`src/rtl/ccs_pkg.sv`:
```
// Shared types and constants for the CCS (Count, Compare, Skip) executor.
package ccs_pkg;

    localparam int CCS_WORD_W  = 16;
    localparam int CCS_ADDR_W  = 12;
    localparam int CCS_TMO_CYC = 15;

    // Operand class, encoded as it appears on the cls output
    typedef enum logic [1:0] {
        CLS_POS = 2'd0,
        CLS_PZ  = 2'd1,
        CLS_NEG = 2'd2,
        CLS_NZ  = 2'd3
    } cls_t;

    typedef enum logic [1:0] {
        IDLE  = 2'd0,
        READ  = 2'd1,
        EVAL  = 2'd2,
        WRITE = 2'd3
    } state_t;

    localparam logic [2:0] SKIP_POS = 3'd1;
    localparam logic [2:0] SKIP_PZ  = 3'd2;
    localparam logic [2:0] SKIP_NEG = 3'd3;
    localparam logic [2:0] SKIP_NZ  = 3'd4;

endpackage

```
`src/rtl/ccs_exec_if.sv`:
```
// Sequencer, memory-read and write-port signals of the CCS executor.
// Handshake: mem_rd_req is held with a stable mem_rd_addr until the first cycle mem_rd_ack=1,
// which may be the cycle mem_rd_req rises; mem_rd_data is sampled only in that cycle.
interface ccs_exec_if #(
    parameter int WORD_W = 16,
    parameter int ADDR_W = 12
);
    logic              start;
    logic [ADDR_W-1:0] operand_addr;
    logic [ADDR_W-1:0] pc_in;
    logic              busy;
    logic              done;
    logic              mem_rd_req;
    logic [ADDR_W-1:0] mem_rd_addr;
    logic              mem_rd_ack;
    logic [WORD_W-1:0] mem_rd_data;
    logic              a_we;
    logic [WORD_W-1:0] a_wdata;
    logic              pc_we;
    logic [ADDR_W-1:0] pc_wdata;
    logic [1:0]        cls;
    logic              err;

    // Sequencer / memory / register-file side
    modport master (
        output start, operand_addr, pc_in, mem_rd_ack, mem_rd_data,
        input  busy, done, mem_rd_req, mem_rd_addr, a_we, a_wdata,
        input  pc_we, pc_wdata, cls, err
    );

    // Executor side
    modport slave (
        input  start, operand_addr, pc_in, mem_rd_ack, mem_rd_data,
        output busy, done, mem_rd_req, mem_rd_addr, a_we, a_wdata,
        output pc_we, pc_wdata, cls, err
    );
endinterface

```
`src/rtl/ccs_dabs.sv`:
```
// Combinational CCS classifier: ones' complement word -> {class, diminished abs, skip}.
module ccs_dabs
    import ccs_pkg::*;
#(
    parameter int WORD_W = 16
) (
    input  logic [WORD_W-1:0] word,
    output cls_t              cls,
    output logic [WORD_W-1:0] dabs,
    output logic [2:0]        skip
);

    logic is_zero;
    logic is_ones;

    assign is_zero = ~|word;
    assign is_ones = &word;

    // -0 maps to a +0 result; the two zero classes never reach the subtractors
    always_comb begin
        cls  = CLS_POS;
        dabs = '0;
        skip = SKIP_POS;
        if (is_zero) begin
            cls  = CLS_PZ;
            skip = SKIP_PZ;
        end else if (is_ones) begin
            cls  = CLS_NZ;
            skip = SKIP_NZ;
        end else if (!word[WORD_W-1]) begin
            cls  = CLS_POS;
            dabs = word - 1'b1;
            skip = SKIP_POS;
        end else begin
            cls  = CLS_NEG;
            dabs = ~word - 1'b1;
            skip = SKIP_NEG;
        end
    end

endmodule

```
`src/rtl/ccs_exec.sv`:
```
// Multi-cycle CCS executor: read operand, classify, write DABS to A and skipped PC.
// Build option CCS_TIMEOUT_EN adds a READ timeout that aborts with err+done.
module ccs_exec
    import ccs_pkg::*;
#(
    parameter int WORD_W  = 16,
    parameter int ADDR_W  = 12,
    parameter int TMO_CYC = 15
) (
    input  logic                           clk,
    input  logic                           rst,
    ccs_exec_if.slave                      bus,
    output state_t                         dbg_state,
    output logic [$clog2(TMO_CYC+1)-1:0]   dbg_tmo_cnt
);

    localparam int TMO_W = $clog2(TMO_CYC + 1);

    state_t            state;
    state_t            state_n;
    logic              start_ok;
    logic              tmo_hit;
    logic              err_q;

    logic [ADDR_W-1:0] addr_q;
    logic [ADDR_W-1:0] pc_q;
    logic [WORD_W-1:0] data_q;
    cls_t              cls_q;
    logic [WORD_W-1:0] a_q;
    logic [ADDR_W-1:0] pc_out_q;

    cls_t              ev_cls;
    logic [WORD_W-1:0] ev_dabs;
    logic [2:0]        ev_skip;

    logic              busy_c;
    logic              done_c;
    logic              req_c;
    logic              wr_c;

`ifdef CCS_TIMEOUT_EN
    logic [TMO_W-1:0]  tmo_cnt;

    assign tmo_hit = (state == READ) && !bus.mem_rd_ack
                     && (tmo_cnt == TMO_W'(TMO_CYC - 1));

    // The abort pulse is emitted from IDLE, so starts are held off for that cycle
    always_ff @(posedge clk or posedge rst) begin
        if (rst) begin
            tmo_cnt <= '0;
            err_q   <= 1'b0;
        end else begin
            err_q <= tmo_hit;
            if (state != READ) begin
                tmo_cnt <= '0;
            end else if (!tmo_hit) begin
                tmo_cnt <= tmo_cnt + 1'b1;
            end
        end
    end

    assign dbg_tmo_cnt = tmo_cnt;
`else
    assign tmo_hit     = 1'b0;
    assign err_q       = 1'b0;
    assign dbg_tmo_cnt = '0;
`endif

    assign start_ok = bus.start && !err_q;

    always_ff @(posedge clk or posedge rst) begin
        if (rst) begin
            state <= IDLE;
        end else begin
            state <= state_n;
        end
    end

    always_comb begin
        state_n = state;
        case (state)
            IDLE:  if (start_ok) state_n = READ;
            READ: begin
                if (bus.mem_rd_ack) begin
                    state_n = EVAL;
                end else if (tmo_hit) begin
                    state_n = IDLE;
                end
            end
            EVAL:  state_n = WRITE;
            WRITE: state_n = IDLE;
            default: state_n = IDLE;
        endcase
    end

    always_comb begin
        busy_c = (state != IDLE) || err_q;
        req_c  = (state == READ);
        wr_c   = (state == WRITE);
        done_c = wr_c || err_q;
    end

    ccs_dabs #(.WORD_W(WORD_W)) u_dabs (
        .word (data_q),
        .cls  (ev_cls),
        .dabs (ev_dabs),
        .skip (ev_skip)
    );

    always_ff @(posedge clk or posedge rst) begin
        if (rst) begin
            addr_q   <= '0;
            pc_q     <= '0;
            data_q   <= '0;
            cls_q    <= CLS_POS;
            a_q      <= '0;
            pc_out_q <= '0;
        end else begin
            if (state == IDLE && start_ok) begin
                addr_q <= bus.operand_addr;
                pc_q   <= bus.pc_in;
            end
            if (state == READ && bus.mem_rd_ack) begin
                data_q <= bus.mem_rd_data;
            end
            // Results hold after WRITE so cls keeps reporting the last operand
            if (state == EVAL) begin
                cls_q    <= ev_cls;
                a_q      <= ev_dabs;
                pc_out_q <= pc_q + ADDR_W'(ev_skip);
            end
        end
    end

    assign bus.busy        = busy_c;
    assign bus.done        = done_c;
    assign bus.mem_rd_req  = req_c;
    assign bus.mem_rd_addr = addr_q;
    assign bus.a_we        = wr_c;
    assign bus.a_wdata     = a_q;
    assign bus.pc_we       = wr_c;
    assign bus.pc_wdata    = pc_out_q;
    assign bus.cls         = cls_q;
    assign bus.err         = err_q;
    assign dbg_state       = state;

endmodule

```
`src/flat_wrapper.sv`:
```
// flat-port wrapper written by rule: the top's interface ports become plain ports
module ccs_exec_flat import ccs_pkg::*;
#(
    parameter int WORD_W  = 16,
    parameter int ADDR_W  = 12,
    parameter int TMO_CYC = 15
)
  (clk, rst, dbg_state, dbg_tmo_cnt, bus_start, bus_operand_addr, bus_pc_in, bus_mem_rd_ack, bus_mem_rd_data, bus_busy, bus_done, bus_mem_rd_req, bus_mem_rd_addr, bus_a_we, bus_a_wdata, bus_pc_we, bus_pc_wdata, bus_cls, bus_err);
  ccs_exec_if #(.WORD_W(WORD_W), .ADDR_W(ADDR_W)) bus_i ();
  input  logic clk;
  input  logic rst;
  output state_t dbg_state;
  output logic [$clog2(TMO_CYC+1)-1:0] dbg_tmo_cnt;
  input wire logic [$bits(bus_i.start)-1:0] bus_start;
  input wire logic [$bits(bus_i.operand_addr)-1:0] bus_operand_addr;
  input wire logic [$bits(bus_i.pc_in)-1:0] bus_pc_in;
  input wire logic [$bits(bus_i.mem_rd_ack)-1:0] bus_mem_rd_ack;
  input wire logic [$bits(bus_i.mem_rd_data)-1:0] bus_mem_rd_data;
  output wire logic [$bits(bus_i.busy)-1:0] bus_busy;
  output wire logic [$bits(bus_i.done)-1:0] bus_done;
  output wire logic [$bits(bus_i.mem_rd_req)-1:0] bus_mem_rd_req;
  output wire logic [$bits(bus_i.mem_rd_addr)-1:0] bus_mem_rd_addr;
  output wire logic [$bits(bus_i.a_we)-1:0] bus_a_we;
  output wire logic [$bits(bus_i.a_wdata)-1:0] bus_a_wdata;
  output wire logic [$bits(bus_i.pc_we)-1:0] bus_pc_we;
  output wire logic [$bits(bus_i.pc_wdata)-1:0] bus_pc_wdata;
  output wire logic [$bits(bus_i.cls)-1:0] bus_cls;
  output wire logic [$bits(bus_i.err)-1:0] bus_err;
  assign bus_i.start = bus_start;
  assign bus_i.operand_addr = bus_operand_addr;
  assign bus_i.pc_in = bus_pc_in;
  assign bus_i.mem_rd_ack = bus_mem_rd_ack;
  assign bus_i.mem_rd_data = bus_mem_rd_data;
  assign bus_busy = bus_i.busy;
  assign bus_done = bus_i.done;
  assign bus_mem_rd_req = bus_i.mem_rd_req;
  assign bus_mem_rd_addr = bus_i.mem_rd_addr;
  assign bus_a_we = bus_i.a_we;
  assign bus_a_wdata = bus_i.a_wdata;
  assign bus_pc_we = bus_i.pc_we;
  assign bus_pc_wdata = bus_i.pc_wdata;
  assign bus_cls = bus_i.cls;
  assign bus_err = bus_i.err;
  ccs_exec #(.WORD_W(WORD_W), .ADDR_W(ADDR_W), .TMO_CYC(TMO_CYC)) u_core (.clk(clk), .rst(rst), .bus(bus_i), .dbg_state(dbg_state), .dbg_tmo_cnt(dbg_tmo_cnt));
endmodule
```
`config.mk`:
```
export PLATFORM = sky130hd
export DESIGN_NAME = ccs_exec_flat
export DESIGN_NICKNAME = d
export VERILOG_FILES = /design/src/rtl/ccs_pkg.sv /design/src/rtl/ccs_exec_if.sv /design/src/rtl/ccs_dabs.sv /design/src/rtl/ccs_exec.sv /design/src/flat_wrapper.sv
export SDC_FILE = /design/constraint.sdc
export NUM_CORES = 1
export LEC_CHECK = 0
export ABC_AREA = 1
export BUFFER_PORTS_ARGS = -buffer_cell sky130_fd_sc_hd__buf_2
export CAP_MARGIN = 30
export CORE_UTILIZATION = 30
export DETAILED_ROUTE_END_ITERATION = 10
export HOLD_SLACK_MARGIN = 0.08
export PLACE_DENSITY = 0.56
export SLEW_MARGIN = 20
export SYNTH_ARGS = -nofsm -noshare
export SYNTH_HDL_FRONTEND = slang
export SYNTH_SLANG_ARGS = --single-unit
```
`constraint.sdc`:
```
create_clock -name clk -period 7.2 [get_ports clk]
set_input_delay 0.72 -clock clk [delete_from_list [all_inputs] [get_ports clk]]
set_output_delay 0.72 -clock clk [all_outputs]
set_load 0.03 [all_outputs]
```
==> metrics <==
Final setup viols=0; Pwr per Cell Area=537 mW/mm^2; CTS Buf Count=9; Reg clk slew, reported paths=60 ps; placer congestion estimate=0.818; Antenna Nets Post-Route=0; IO Port Bufs=92; met3 Use GR=3.32%; grt total ovfl=0; Max Cap Viol=0; starting density of the core=30.9%; RSZ-0062 raised after global routing=false; average size of a mapped cell=8.22 um^2; Post-Synthesis Cell Area=0.00393 mm^2; HP Class=in2async; Worst-Margin Slew=545 ps; initial drt markers=169; status=completed; antenna violations before repair=0; # fillers=1374; crit path launch type=register; hold_buf cts=0; CTS tree=done; Tmin final=3030 ps; share of cells above drive strength 1=27.2%; first drt pass iteration count=4; Die Wd=116 um; Final Cycle Share=42.1%; final-report max-slew violation count=0; Tot GR Track Use=14.7%; Static Leakage=2.56 nW; vias after detailed routing=3258; post-synthesis sequential area ratio=45.8%; GRT busiest layer=met2; GR Util met2=23.1%; max frequency=0.330 GHz; final hold vios=0; synthesized flop and latch total=72; maximum VDD drop=0.298 mV; Vias/cell=4.37; Syn Inst Count=478; latest clock arrival within the worst-skew pair=340 ps; WL per Instance=12.6 um; Layout Utilization=38.5%; Max Root-Sink Buffers=2; Layout Skew=8.26 ps; Critical Path RT=7430 ps; CP Capture Type=register; die area=0.0136 mm^2; I/O pin count=98; Post-Layout Cell Count=746; placed insts=727; HPWL after DPL=6980 um; Final Total Pwr=2.63 mW; Site Rows=41; Distinct cells, synth=35; Setup TNS Final=0 ps; height of the die=116 um; CTS root buf=clkbuf_16; vias in the first global route=3152; met1 Use GR=19.8%; footprint of the multi-input gates=0.00182 mm^2; crit path DAT=3260 ps; number of gates resized after cts=0; Clock Sink Count=72; largest net degree at the start of global routing=73; antenna cell count=0; first-pass GRT wire length=15400 um; Slew HR=63.7%; Detailed Route WL=9400 um; CP Max Fanout=19; register area=0.00180 mm^2; nets=626; Layout area overhead=24.5%; H-tree levels=3; total core area=0.0127 mm^2; synthesis warning total=0; DRC violation count after routing=0; Setup Fix Bufs, Post-CTS=0; critical path class=reg2reg
-- layout make-up --
type                    instances  area share (%)
flip-flops and latches         72            36.8
multi-input cells             342            37.2
clock inverters                 5            1.66
clock buffers                  10            4.88
well taps                     172            4.40
repair buffers                 98            11.4
inverters                      47            3.60
-- worst paths after layout --
check / startpoint / to / slack [ps] / depth (start not counted)
min reg2reg: u_core.bus.a_wdata[5] / u_core.bus.a_wdata[5] / 470 / 2
max reg2reg: u_core.data_q[15] / u_core.bus.pc_wdata[10] / 4170 / 19
max in group asynchronous: rst / u_core.bus.a_wdata[9] / 6280 / 4
min: rst / u_core.bus.mem_rd_addr[6] / 370 / 3
min in group clk: u_core.bus.a_wdata[5] / u_core.bus.a_wdata[5] / 470 / 2
max: u_core.data_q[15] / u_core.bus.pc_wdata[10] / 4170 / 19
-- metal layers --
layer,wire length [um],vias up,share of wire (%)
li1,-,1694,-
met1,4470,1487,48
met2,4320,68,46
met3,491,9,5.2
met4,112,0,1.2
met5,0,-,0
-- report_power, final --
group	switching, mW	leakage (nW)	internal [mW]
combinational	0.952	1.57	0.456
clock	0.171	0.155	0.311
sequential	0.138	0.833	0.601
total	1.26	2.56	1.37
-- synth_stat cells (all sizes together) --
master | n | share of area (%)
clkbuf | 7 | 0.92
nor3b | 1 | 0.19
nor2 | 63 | 7.2
o22ai | 1 | 0.16
o21ai | 16 | 2.0
a21oi | 31 | 4.0
dfrtp | 72 | 46
ha | 11 | 3.5
nand4 | 6 | 0.95
conb | 1 | 0.095
nand3 | 30 | 4.2
fa | 1 | 0.51
a31oi | 3 | 0.48
inv | 46 | 4.4
nand2 | 145 | 15
xor2 | 4 | 0.89
buf | 14 | 2.8
mux2 | 15 | 4.3
clkinv | 1 | 0.095
xnor2 | 4 | 1.4
o31ai | 2 | 0.38
nor3 | 4 | 0.51
-- stage by stage --
step / hold WS [ps] / instance area [um^2] / setup WS, ps
5_1_grt: 395 / 4900 / 3750
3_5_place_dp: 464 / 4490 / 3680
6_report: 374 / 4900 / 4170
4_1_cts: 478 / 4810 / 3670
3_3_place_gp: 458 / 4490 / 3820
2_1_floorplan: 484 / 3950 / 4660
-- critical path: stages (launching register included) --
cell,delay (ps)
dfrtp_1,510
buf_8,230
inv_2,170
ha_1,220
nand4_1,80
nor2_1,40
nand2_1,100
inv_1,50
nor2_1,160
ha_1,200
inv_1,50
fa_1,360
inv_1,80
nand2_1,60
nand2_1,120
nand3_1,80
nor2_1,180
nand3_1,90
nand3_1,90
nand2_1,60
-- cell usage in the layout, fill, tap and decap left out, drive strengths merged --
cell,Yosys,routed
clkinv,1,3
bufinv,0,2
nand4,6,6
buf,14,98
nand2,145,145
clkinvlp,0,1
xnor2,4,4
a21oi,31,31
nor3b,1,1
fa,1,1
o31ai,2,2
o21ai,16,16
ha,11,11
o22ai,1,1
mux2,15,15
nor2,63,63
conb,1,5
dfrtp,72,72
inv,46,46
clkbuf,7,10
nand3,30,30
a31oi,3,3
xor2,4,4
nor3,4,4
-- registers in the layout, summed over array words and instances (netlist names) --
name,count
u_core.pc_q,12
u_core.dbg_state,2
u_core.data_q,16
u_core.bus.pc_wdata,12
u_core.bus.mem_rd_addr,12
u_core.bus.cls,2
u_core.bus.a_wdata,16
-- cell families (layout without fill, tap and decap cells) --
group,Yosys count,count (layout),share of synthesized area (%)
simple gates,249,249,28.2
compound gates,53,53,7.10
flops,72,72,45.8
other cells,1,5,0.0954
xor+xnor,8,8,2.26
buf+inv,68,160,8.21
mux,15,15,4.30
fa+ha+maj,12,12,4.01
No activity file was read; power rests on OpenSTA's default activity.
